## config.mk

```make
export PLATFORM = sky130hd
export DESIGN_NAME = mc_req_queue
export DESIGN_NICKNAME = d
export VERILOG_FILES = /design/src/rtl/mc_req_queue_pkg.sv /design/src/rtl/mc_req_queue_addr_decode.sv /design/src/rtl/mc_req_queue.sv
export SDC_FILE = /design/constraint.sdc
export NUM_CORES = 1
export LEC_CHECK = 0
export CORE_UTILIZATION = 35
export CTS_BUF_LIST = sky130_fd_sc_hd__clkbuf_2 sky130_fd_sc_hd__clkbuf_4 sky130_fd_sc_hd__clkbuf_8
export DETAILED_ROUTE_END_ITERATION = 8
export MAX_ROUTING_LAYER = met4
export PLACE_DENSITY_LB_ADDON = 0.2
export SLEW_MARGIN = 20
export SYNTH_ARGS = -nofsm -noshare
export SYNTH_HDL_FRONTEND = slang
export SYNTH_SLANG_ARGS = --single-unit
```

## constraint.sdc

```tcl
create_clock -name clk -period 8.4 [get_ports clk]
set_clock_uncertainty 0.15 [all_clocks]
set_input_delay 2.1 -clock clk [delete_from_list [all_inputs] [get_ports clk]]
set_output_delay 2.1 -clock clk [all_outputs]
set_load 0.05 [all_outputs]
```

## src/rtl/mc_req_queue_pkg.sv

```systemverilog
// Shared memory-controller types: request op encoding, decoded request payload and
// DIMM address field positions used by the request queue and the scheduler.
package mc_req_queue_pkg;

    localparam int unsigned ADDR_W  = 36;
    localparam int unsigned Q_DEPTH = 16;

    localparam int unsigned ROW_LSB    = 18;
    localparam int unsigned ROW_W      = 16;
    localparam int unsigned COL_HI_LSB = 12;
    localparam int unsigned COL_HI_W   = 6;
    localparam int unsigned COL_LO_LSB = 2;
    localparam int unsigned COL_LO_W   = 4;
    localparam int unsigned COL_W      = COL_HI_W + COL_LO_W;
    localparam int unsigned BANK_LSB   = 10;
    localparam int unsigned BANK_W     = 2;
    localparam int unsigned BG_LSB     = 7;
    localparam int unsigned BG_W       = 3;
    localparam int unsigned CHAN_BIT   = 6;

    typedef enum logic [1:0] {
        OP_RD  = 2'd0,
        OP_WR  = 2'd1,
        OP_IF  = 2'd2,
        OP_ILL = 2'd3
    } op_e;

    typedef struct packed {
        op_e                op;
        logic [ROW_W-1:0]   row;
        logic [COL_W-1:0]   col;
        logic [BANK_W-1:0]  bank;
        logic [BG_W-1:0]    bg;
        logic               chan;
    } mc_req_t;

endpackage

```

## src/rtl/mc_req_queue_addr_decode.sv

```systemverilog
// Combinational split of a 36-bit physical address plus op into the DIMM request
// fields (row, column, bank, bank group, channel).
module mc_req_queue_addr_decode
    import mc_req_queue_pkg::*;
(
    input  logic [ADDR_W-1:0] addr,
    input  logic [1:0]        op,
    output mc_req_t           req
);

    // Address bits above the row and the byte offset within a burst are not mapped.
    logic unused_addr_bits;
    assign unused_addr_bits = ^{addr[ADDR_W-1:ROW_LSB+ROW_W], addr[COL_LO_LSB-1:0]};

    always_comb begin
        req      = '0;
        req.op   = op_e'(op);
        req.row  = addr[ROW_LSB +: ROW_W];
        req.col  = {addr[COL_HI_LSB +: COL_HI_W], addr[COL_LO_LSB +: COL_LO_W]};
        req.bank = addr[BANK_LSB +: BANK_W];
        req.bg   = addr[BG_LSB +: BG_W];
        req.chan = addr[CHAN_BIT];
    end

endmodule

```

## src/rtl/mc_req_queue.sv

```systemverilog
// In-order DDR5 controller request queue with enqueue timestamps and head age.
// Optional statistics counters are built when MC_REQ_Q_STATS_EN is defined.
module mc_req_queue
    import mc_req_queue_pkg::*;
#(
    parameter  int unsigned DEPTH = Q_DEPTH,
    parameter  int unsigned TS_W  = 32,
    localparam int unsigned PTR_W = $clog2(DEPTH),
    localparam int unsigned CNT_W = $clog2(DEPTH) + 1
) (
    input  logic               clk,
    input  logic               rst_n,
    input  logic               in_valid,
    output logic               in_ready,
    input  logic [1:0]         in_op,
    input  logic [ADDR_W-1:0]  in_addr,
    output logic               out_valid,
    input  logic               out_ready,
    output logic [1:0]         out_op,
    output logic [ROW_W-1:0]   out_row,
    output logic [COL_W-1:0]   out_col,
    output logic [BANK_W-1:0]  out_bank,
    output logic [BG_W-1:0]    out_bg,
    output logic               out_chan,
    output logic [TS_W-1:0]    out_age,
    output logic [CNT_W-1:0]   count,
    output logic               full,
    output logic               err_illegal
`ifdef MC_REQ_Q_STATS_EN
    ,
    output logic [31:0]        stat_accepts,
    output logic [31:0]        stat_full_cycles,
    output logic [CNT_W-1:0]   stat_max_count
`endif
);

    mc_req_t            mem    [DEPTH];
    logic [TS_W-1:0]    mem_ts [DEPTH];

    logic [PTR_W-1:0]   wr_ptr_q, rd_ptr_q, rd_ptr_next;
    logic [CNT_W-1:0]   cnt_q, cnt_after_pop, cnt_next;
    logic [TS_W-1:0]    ts_q, ts_next;
    logic               in_ready_q, full_q, out_valid_q, err_q;
    mc_req_t            head_q, head_next, dec;
    logic [TS_W-1:0]    head_ts_next, age_q, age_next;
    logic               fire, push, pop, illegal, valid_next;

    mc_req_queue_addr_decode u_decode (
        .addr (in_addr),
        .op   (in_op),
        .req  (dec)
    );

    // Handshake qualification, occupancy and pointer bookkeeping.
    always_comb begin
        fire          = in_valid && in_ready_q;
        illegal       = fire && (op_e'(in_op) == OP_ILL);
        push          = fire && !illegal;
        pop           = out_valid_q && out_ready;
        cnt_after_pop = cnt_q - CNT_W'(pop);
        cnt_next      = cnt_after_pop + CNT_W'(push);
        rd_ptr_next   = rd_ptr_q + PTR_W'(pop);
        ts_next       = ts_q + TS_W'(1);
        valid_next    = (cnt_next != '0);
    end

    // Next head: the incoming request when it lands in an otherwise empty queue.
    always_comb begin
        head_next    = '0;
        head_ts_next = '0;
        age_next     = '0;
        if (valid_next) begin
            if (push && (cnt_after_pop == '0)) begin
                head_next    = dec;
                head_ts_next = ts_q;
            end else begin
                head_next    = mem[rd_ptr_next];
                head_ts_next = mem_ts[rd_ptr_next];
            end
            age_next = ts_next - head_ts_next;
        end
    end

    // Entry storage has no reset; the pointers and count define which slots are live.
    always_ff @(posedge clk) begin
        if (push) begin
            mem[wr_ptr_q]    <= dec;
            mem_ts[wr_ptr_q] <= ts_q;
        end
    end

    always_ff @(posedge clk or negedge rst_n) begin
        if (!rst_n) begin
            wr_ptr_q    <= '0;
            rd_ptr_q    <= '0;
            cnt_q       <= '0;
            ts_q        <= '0;
            in_ready_q  <= 1'b1;
            full_q      <= 1'b0;
            out_valid_q <= 1'b0;
            err_q       <= 1'b0;
            head_q      <= '0;
            age_q       <= '0;
        end else begin
            wr_ptr_q    <= wr_ptr_q + PTR_W'(push);
            rd_ptr_q    <= rd_ptr_next;
            cnt_q       <= cnt_next;
            ts_q        <= ts_next;
            in_ready_q  <= (cnt_next != CNT_W'(DEPTH));
            full_q      <= (cnt_next == CNT_W'(DEPTH));
            out_valid_q <= valid_next;
            err_q       <= illegal;
            head_q      <= head_next;
            age_q       <= age_next;
        end
    end

    assign in_ready    = in_ready_q;
    assign out_valid   = out_valid_q;
    assign out_op      = head_q.op;
    assign out_row     = head_q.row;
    assign out_col     = head_q.col;
    assign out_bank    = head_q.bank;
    assign out_bg      = head_q.bg;
    assign out_chan    = head_q.chan;
    assign out_age     = age_q;
    assign count       = cnt_q;
    assign full        = full_q;
    assign err_illegal = err_q;

`ifdef MC_REQ_Q_STATS_EN
    logic [31:0]      acc_q, fullc_q;
    logic [CNT_W-1:0] maxc_q;

    // Saturating activity counters and occupancy high-water mark.
    always_ff @(posedge clk or negedge rst_n) begin
        if (!rst_n) begin
            acc_q   <= '0;
            fullc_q <= '0;
            maxc_q  <= '0;
        end else begin
            if (push && (acc_q != '1))
                acc_q <= acc_q + 32'd1;
            if (in_valid && full_q && (fullc_q != '1))
                fullc_q <= fullc_q + 32'd1;
            if (cnt_next > maxc_q)
                maxc_q <= cnt_next;
        end
    end

    assign stat_accepts     = acc_q;
    assign stat_full_cycles = fullc_q;
    assign stat_max_count   = maxc_q;
`endif

endmodule

```

# Yosys cells after proc, flatten, opt, wreduce, memory -nomap -nowiden
# Memory sizes are Yosys's and may differ from the RTL's.
# Cells that the tools add are included.
dict set report totals {
  regBits 115
  latch_bits 0
  ram_bits 1056
  rom_bits 0
  input_bits 42
  out_inout_bits 75
  wordCells 41
  memories 2
}
dict set report op_classes {
  n_addsub 6
  n_mul 0
  n_div 0
  n_lt_le_gt_ge 0
  eq_ne 3
  shifts 0
  mux 7
  bitwise_logic 0
  reduce_logical 8
}
# name depth word_bits read_ports rd_clocked_by_memory_dff write_ports line
set mem_list {}
lappend mem_list {mem 16 34 1 0 1 mc_req_queue.sv:37} ;# mc_req_t mem [DEPTH];
lappend mem_list {mem_ts 16 32 1 0 1 mc_req_queue.sv:38} ;# logic [TS_W-1:0] mem_ts [DEPTH];
# cell count
set ops {}
lappend ops {{$mux W32} 3}
lappend ops {{$mux W34} 2}
lappend ops {{$add A32 B1 Y32 const B} 1}
lappend ops {{$sub A32 B32 Y32} 1}
lappend ops {{$add A4 B1 Y4} 2}
lappend ops {{$add A5 B1 Y5} 1}
lappend ops {{$eq A5 B5 Y1 const B} 1}
lappend ops {{$logic_and A1 B1 Y1} 5}
lappend ops {{$logic_not A5 Y1} 1}
lappend ops {{$ne A5 B5 Y1 const B} 1}
lappend ops {{$reduce_bool A5 Y1} 1}
lappend ops {{$sub A5 B1 Y5} 1}
lappend ops {{$eq A2 B2 Y1 const B} 1}
lappend ops {{$mux W1} 2}
lappend ops {{$logic_not A1 Y1} 1}

# Logic depth before layout (Yosys ltp)
dict set report depth {
  word_depth 9
  mapped_depth 21
  mapped_depth_nobuf 18
}

# By module
# Synthesis repeated with hierarchy kept, for this count alone.
dict set report hier_totals {
  hier_cells 2251
  area_unflattened_um2 46676.0
}
# module n_inst cells_per_inst area_per_inst_um2
set by_module_without_submodules {}
lappend by_module_without_submodules {mc_req_queue 1 2217 46420.8}
lappend by_module_without_submodules {mc_req_queue_addr_decode 1 34 255.2}

# Worst setup path before layout
# No wires, ideal clock.
dict set report synth_path {
  kind {input port to flip-flop}
  startpoint {input in_op[0]}
  endpoint {memory mem[0][0] in the netlist's numbering, enable pin}
  setup_ns 0.571
  t_arrival_ns 7.163
  path_slack_ns 0.516
  cell_stages 4
  cell_sequence {nand2_1 > nand3_1 > or3_1 > nor3_1}
}
dict set report synth_between {
  elab_chain_len 6
}
# item line
set synth_rtl {}
lappend synth_rtl {{start: declaration} mc_req_queue.sv:15} ;# input logic [1:0] in_op,
lappend synth_rtl {{$eq A2 B2 Y1} mc_req_queue.sv:57} ;# illegal = fire && (op_e'(in_op) == OP_ILL);
lappend synth_rtl {{$logic_and A1 B1 Y1} mc_req_queue.sv:57}
lappend synth_rtl {{$logic_not A1 Y1} mc_req_queue.sv:58} ;# push = fire && !illegal;
lappend synth_rtl {{$logic_and A1 B1 Y1} mc_req_queue.sv:58}
lappend synth_rtl {{$mux W1} mc_req_queue.sv:86} ;# if (push) begin
lappend synth_rtl {{$mux W1 (not written as such)} mc_req_queue.sv:87} ;# mem[wr_ptr_q] <= dec;
lappend synth_rtl {{end: declaration} mc_req_queue.sv:37}
# Every way passes these cells.

# Final worst setup path
dict set report layout_path {
  startpoint {input out_ready}
  endpoint {register age_q[28], in the netlist out_age[28]}
}
dict set report layout_between {
  word_cells_on_any_way 12
  classes_between {add/sub: 4; mux: 3; reduce/logical: 4; memory: 1}
}
# item line
set layout_rtl {}
lappend layout_rtl {{start: declaration} mc_req_queue.sv:18} ;# input logic out_ready,
lappend layout_rtl {{$logic_and A1 B1 Y1} mc_req_queue.sv:59} ;# pop = out_valid_q && out_ready;
lappend layout_rtl {{$add A4 B1 Y4} mc_req_queue.sv:62} ;# rd_ptr_next = rd_ptr_q + PTR_W'(pop);
lappend layout_rtl {{named net rd_ptr_next[0]} mc_req_queue.sv:40} ;# logic [PTR_W-1:0] wr_ptr_q, rd_ptr_q, rd_ptr_next;
lappend layout_rtl {{$mem_v2 Z16 W32} --}
lappend layout_rtl {{$mux W32} mc_req_queue.sv:73} ;# if (push && (cnt_after_pop == '0)) begin
lappend layout_rtl {{$mux W32} mc_req_queue.sv:72} ;# if (valid_next) begin
lappend layout_rtl {{$sub A32 B32 Y32} mc_req_queue.sv:80} ;# age_next = ts_next - head_ts_next;
lappend layout_rtl {{$mux W32} mc_req_queue.sv:72}
lappend layout_rtl {{named net age_next[28]} mc_req_queue.sv:45} ;# logic [TS_W-1:0] head_ts_next, age_q, age_next;
lappend layout_rtl {{end signal: assignment} mc_req_queue.sv:114} ;# age_q <= age_next;
lappend layout_rtl {{end: declaration} mc_req_queue.sv:45}
# The timed path passes the listed nets, and every way through them passes these cells. The select of a mux whose other input is x is not followed.

==> results.json <==
{
  "period_needed_ns": 6.65,
  "clk_pin_slew_ns": 0.06,
  "clock_latency_ns": 0.90,
  "hold_viol": 0,
  "drc": 0,
  "io_pins": 117,
  "place_ws_ns": 0.849,
  "tns_ns": 0,
  "avgSynthCellArea_um2": 21.0,
  "fmax_mhz": 150,
  "cts_sinks": 1171,
  "worstSetupPathType": "in -> reg",
  "seqPwrFrac_pct": 34.0,
  "power.share.clock_pct": 23.3,
  "synth.yosys.seq_area_share_pct": 74.5,
  "clock_path_buffers": 3,
  "fin_nets": 2562,
  "cts_resized": 0,
  "ant_nets": 0,
  "cts_tree": "yes",
  "synth_ff_type": "edfxtp_1",
  "fp-row-count": 133,
  "start_util_pct": 35.3,
  "hold_depth": 2,
  "rsz0062_at_grt": "no",
  "setup_viol": 0,
  "num_vias": 22700,
  "fp.dieH_um": 366,
  "fp.dieW_um": 366,
  "drive_above_1_share_pct": 28.3,
  "drt-initial-drc-count": 1882,
  "portBuffers": 112,
  "cts_made_buffers": 188,
  "cp.arrival_ns": 7.22,
  "cts_setup_buffers": 0,
  "core_um2": 131000,
  "routabilityCongestion": 0.826,
  "holdBufCountCts": 0,
  "fillers": 11700,
  "hp-class": "reg -> reg",
  "status": "finished, final reports clean",
  "viasPerCell": 5.18,
  "p_int_w": 0.0135,
  "period_share_pct": 79.2,
  "power_density_nw_per_um2": 389,
  "grt_pass1_wl_mm": 169,
  "drt_wl_total_mm": 115,
  "drv_slew": 0,
  "clock-root-buffer": "clkbuf_8",
  "synth_cell_types": 61,
  "dr.pass1.iters": 5,
  "grt_max_degree": 75,
  "fin_ws_ns": 1.75,
  "synth-async-reset-ratio_pct": 9.82,
  "hpwl_mm": 58.7,
  "p_comb_share_pct": 42.7,
  "synth-seq-cells": 1171,
  "synth_edf_count": 1056,
  "maxCapViolCount": 0,
  "overflow": 0,
  "synth_nets": 2300,
  "syn_inst": 2209,
  "antenna_found_initial": 9,
  "startpoint_type": "input port",
  "die_area_um2": 134000,
  "wl_per_cell_um": 26.1,
  "worst_pin_slew_ns": 1.04,
  "ys_warn_count": 0,
  "ir_drop_uv": 258,
  "grt_usage_pct": 17.8,
  "htree_levels": 4,
  "max-slew-margin-rel_pct": 30.0,
  "p_sw_share_pct": 36.0,
  "layout_commonest_cell": "edfxtp_1",
  "power.switching_w": 0.00756,
  "p_leak_nw": 18.2,
  "synth_area_um2": 46400,
  "area_growth_pct": 16.3,
  "crit_required_ns": 8.97,
  "end_kind": "flop",
  "cp_max_fo": 31,
  "first_global_vias": 24800,
  "r2r_cells": 14,
  "final_cell_mix": "1056 x edfxtp_1, 329 x mux4_2, 200 x clkbuf_8, 125 x nand2_1, 114 x dfrtp_1"
}
-- routing by layer --
layer | share of wire [%] | wire length (um) | global-route usage [%] | vias up
li1 | - | - | - | 9693
met1 | 44 | 50800 | 24.0 | 12200
met2 | 48 | 55500 | 27.7 | 648
met3 | 5.4 | 6210 | 3.26 | 170
met4 | 1.8 | 2040 | 4.91 | 0
met5 | 0 | 0 | - | -
-- final timing paths --
path | endpoint | slack [ns] | from
min reg2reg | err_illegal | 0.34 | in_ready
min in group asynchronous | out_row[6] | 1.01 | rst_n
max | out_age[28] | 1.75 | out_ready
max in group asynchronous | wr_ptr_q[3] | 5.47 | rst_n
min | err_illegal | 0.34 | in_ready
max reg2reg | out_age[28] | 2.95 | out_valid
-- sequential cells by signal (all words and copies together), names as in the netlist --
register,cells
count,5
err_illegal,1
full,1
in_ready,1
mem,544
mem_ts,512
out_age,32
out_bank,2
out_bg,3
out_chan,1
out_col,10
out_op,2
out_row,16
out_valid,1
rd_ptr_q,4
ts_q,32
wr_ptr_q,4
-- power groups by stage --
stage          Combinational [W]  Sequential (W)  Clock [W]
6_report                 0.00897         0.00716    0.00490
2_1_floorplan            0.00569         0.00787          0
3_3_place_gp             0.00903         0.00726          0
3_5_place_dp             0.00905         0.00728          0
5_1_grt                  0.00967         0.00720    0.00528
4_1_cts                  0.00910         0.00717    0.00503
-- Yosys cell counts, types with 6 or more instances --
library cell,instances,share of area [%]
o21ai_0,21,0.23
mux2i_1,37,0.80
inv_1,19,0.15
nand4_1,14,0.19
o21a_1,11,0.18
xor2_1,20,0.38
nor3_2,9,0.19
edfxtp_1,1056,68
nand2_1,125,1.0
clkbuf_1,56,0.45
a21oi_1,67,0.72
dfrtp_1,114,6.1
buf_6,6,0.15
nand3_1,24,0.26
ha_1,48,1.3
xnor2_1,35,0.66
nor2_1,59,0.48
mux4_2,329,16
nand2b_1,7,0.094
nor3_1,20,0.22
buf_2,39,0.42
a21o_1,13,0.21
-- through the flow --
stage	hold slack, ns	cell area (um^2)	power, W	util, %	cells
finish	0.345	54000	0.0210	41.1	4389
global route	0.369	54000	0.0222	41.1	4388
CTS	0.347	53900	0.0213	41.0	4380
detailed placement	0.338	50200	0.0163	38.2	4035
global placement	0.353	50100	0.0163	38.1	4034
floorplan	0.325	46400	0.0136	-	2209
-- worst max-delay path, cell delays in order --
cell	delay [ns]
clkdlybuf4s50_1	0.39
and2_1	0.19
ha_4	0.54
buf_4	0.62
mux4_2	0.60
mux4_2	0.47
mux2i_1	0.27
ha_1	0.42
a21o_1	0.23
a21o_1	0.17
a21oi_1	0.23
o211ai_1	0.11
o21ai_0	0.16
mux2i_1	0.21
nor4bb_1	0.47
-- cells by family after synthesis --
family                   count (synthesis)  synth area share, %
AO/OA/AOI/OAI                          153                 2.05
AND/OR/NAND/NOR                        292                 3.01
adder cells (fa/ha/maj)                 49                 1.34
buffers and inverters                  121                 1.19
multiplexers                           366                 16.8
flip-flops                            1171                 74.5
XOR/XNOR                                57                 1.11
-- cell type report --
class                   count  area, um^2  area share [%]
diodes                      8        20.0          0.0371
clock inverters            63         410           0.760
multi-input cells         917       11400            21.2
inverters                  20        77.6           0.144
clock buffers             282        3370            6.24
flip-flops and latches   1171       34600            64.1
repair buffers            173        1900            3.52
well taps                1755        2200            4.07
No activity file was read; power rests on OpenSTA's default activity.
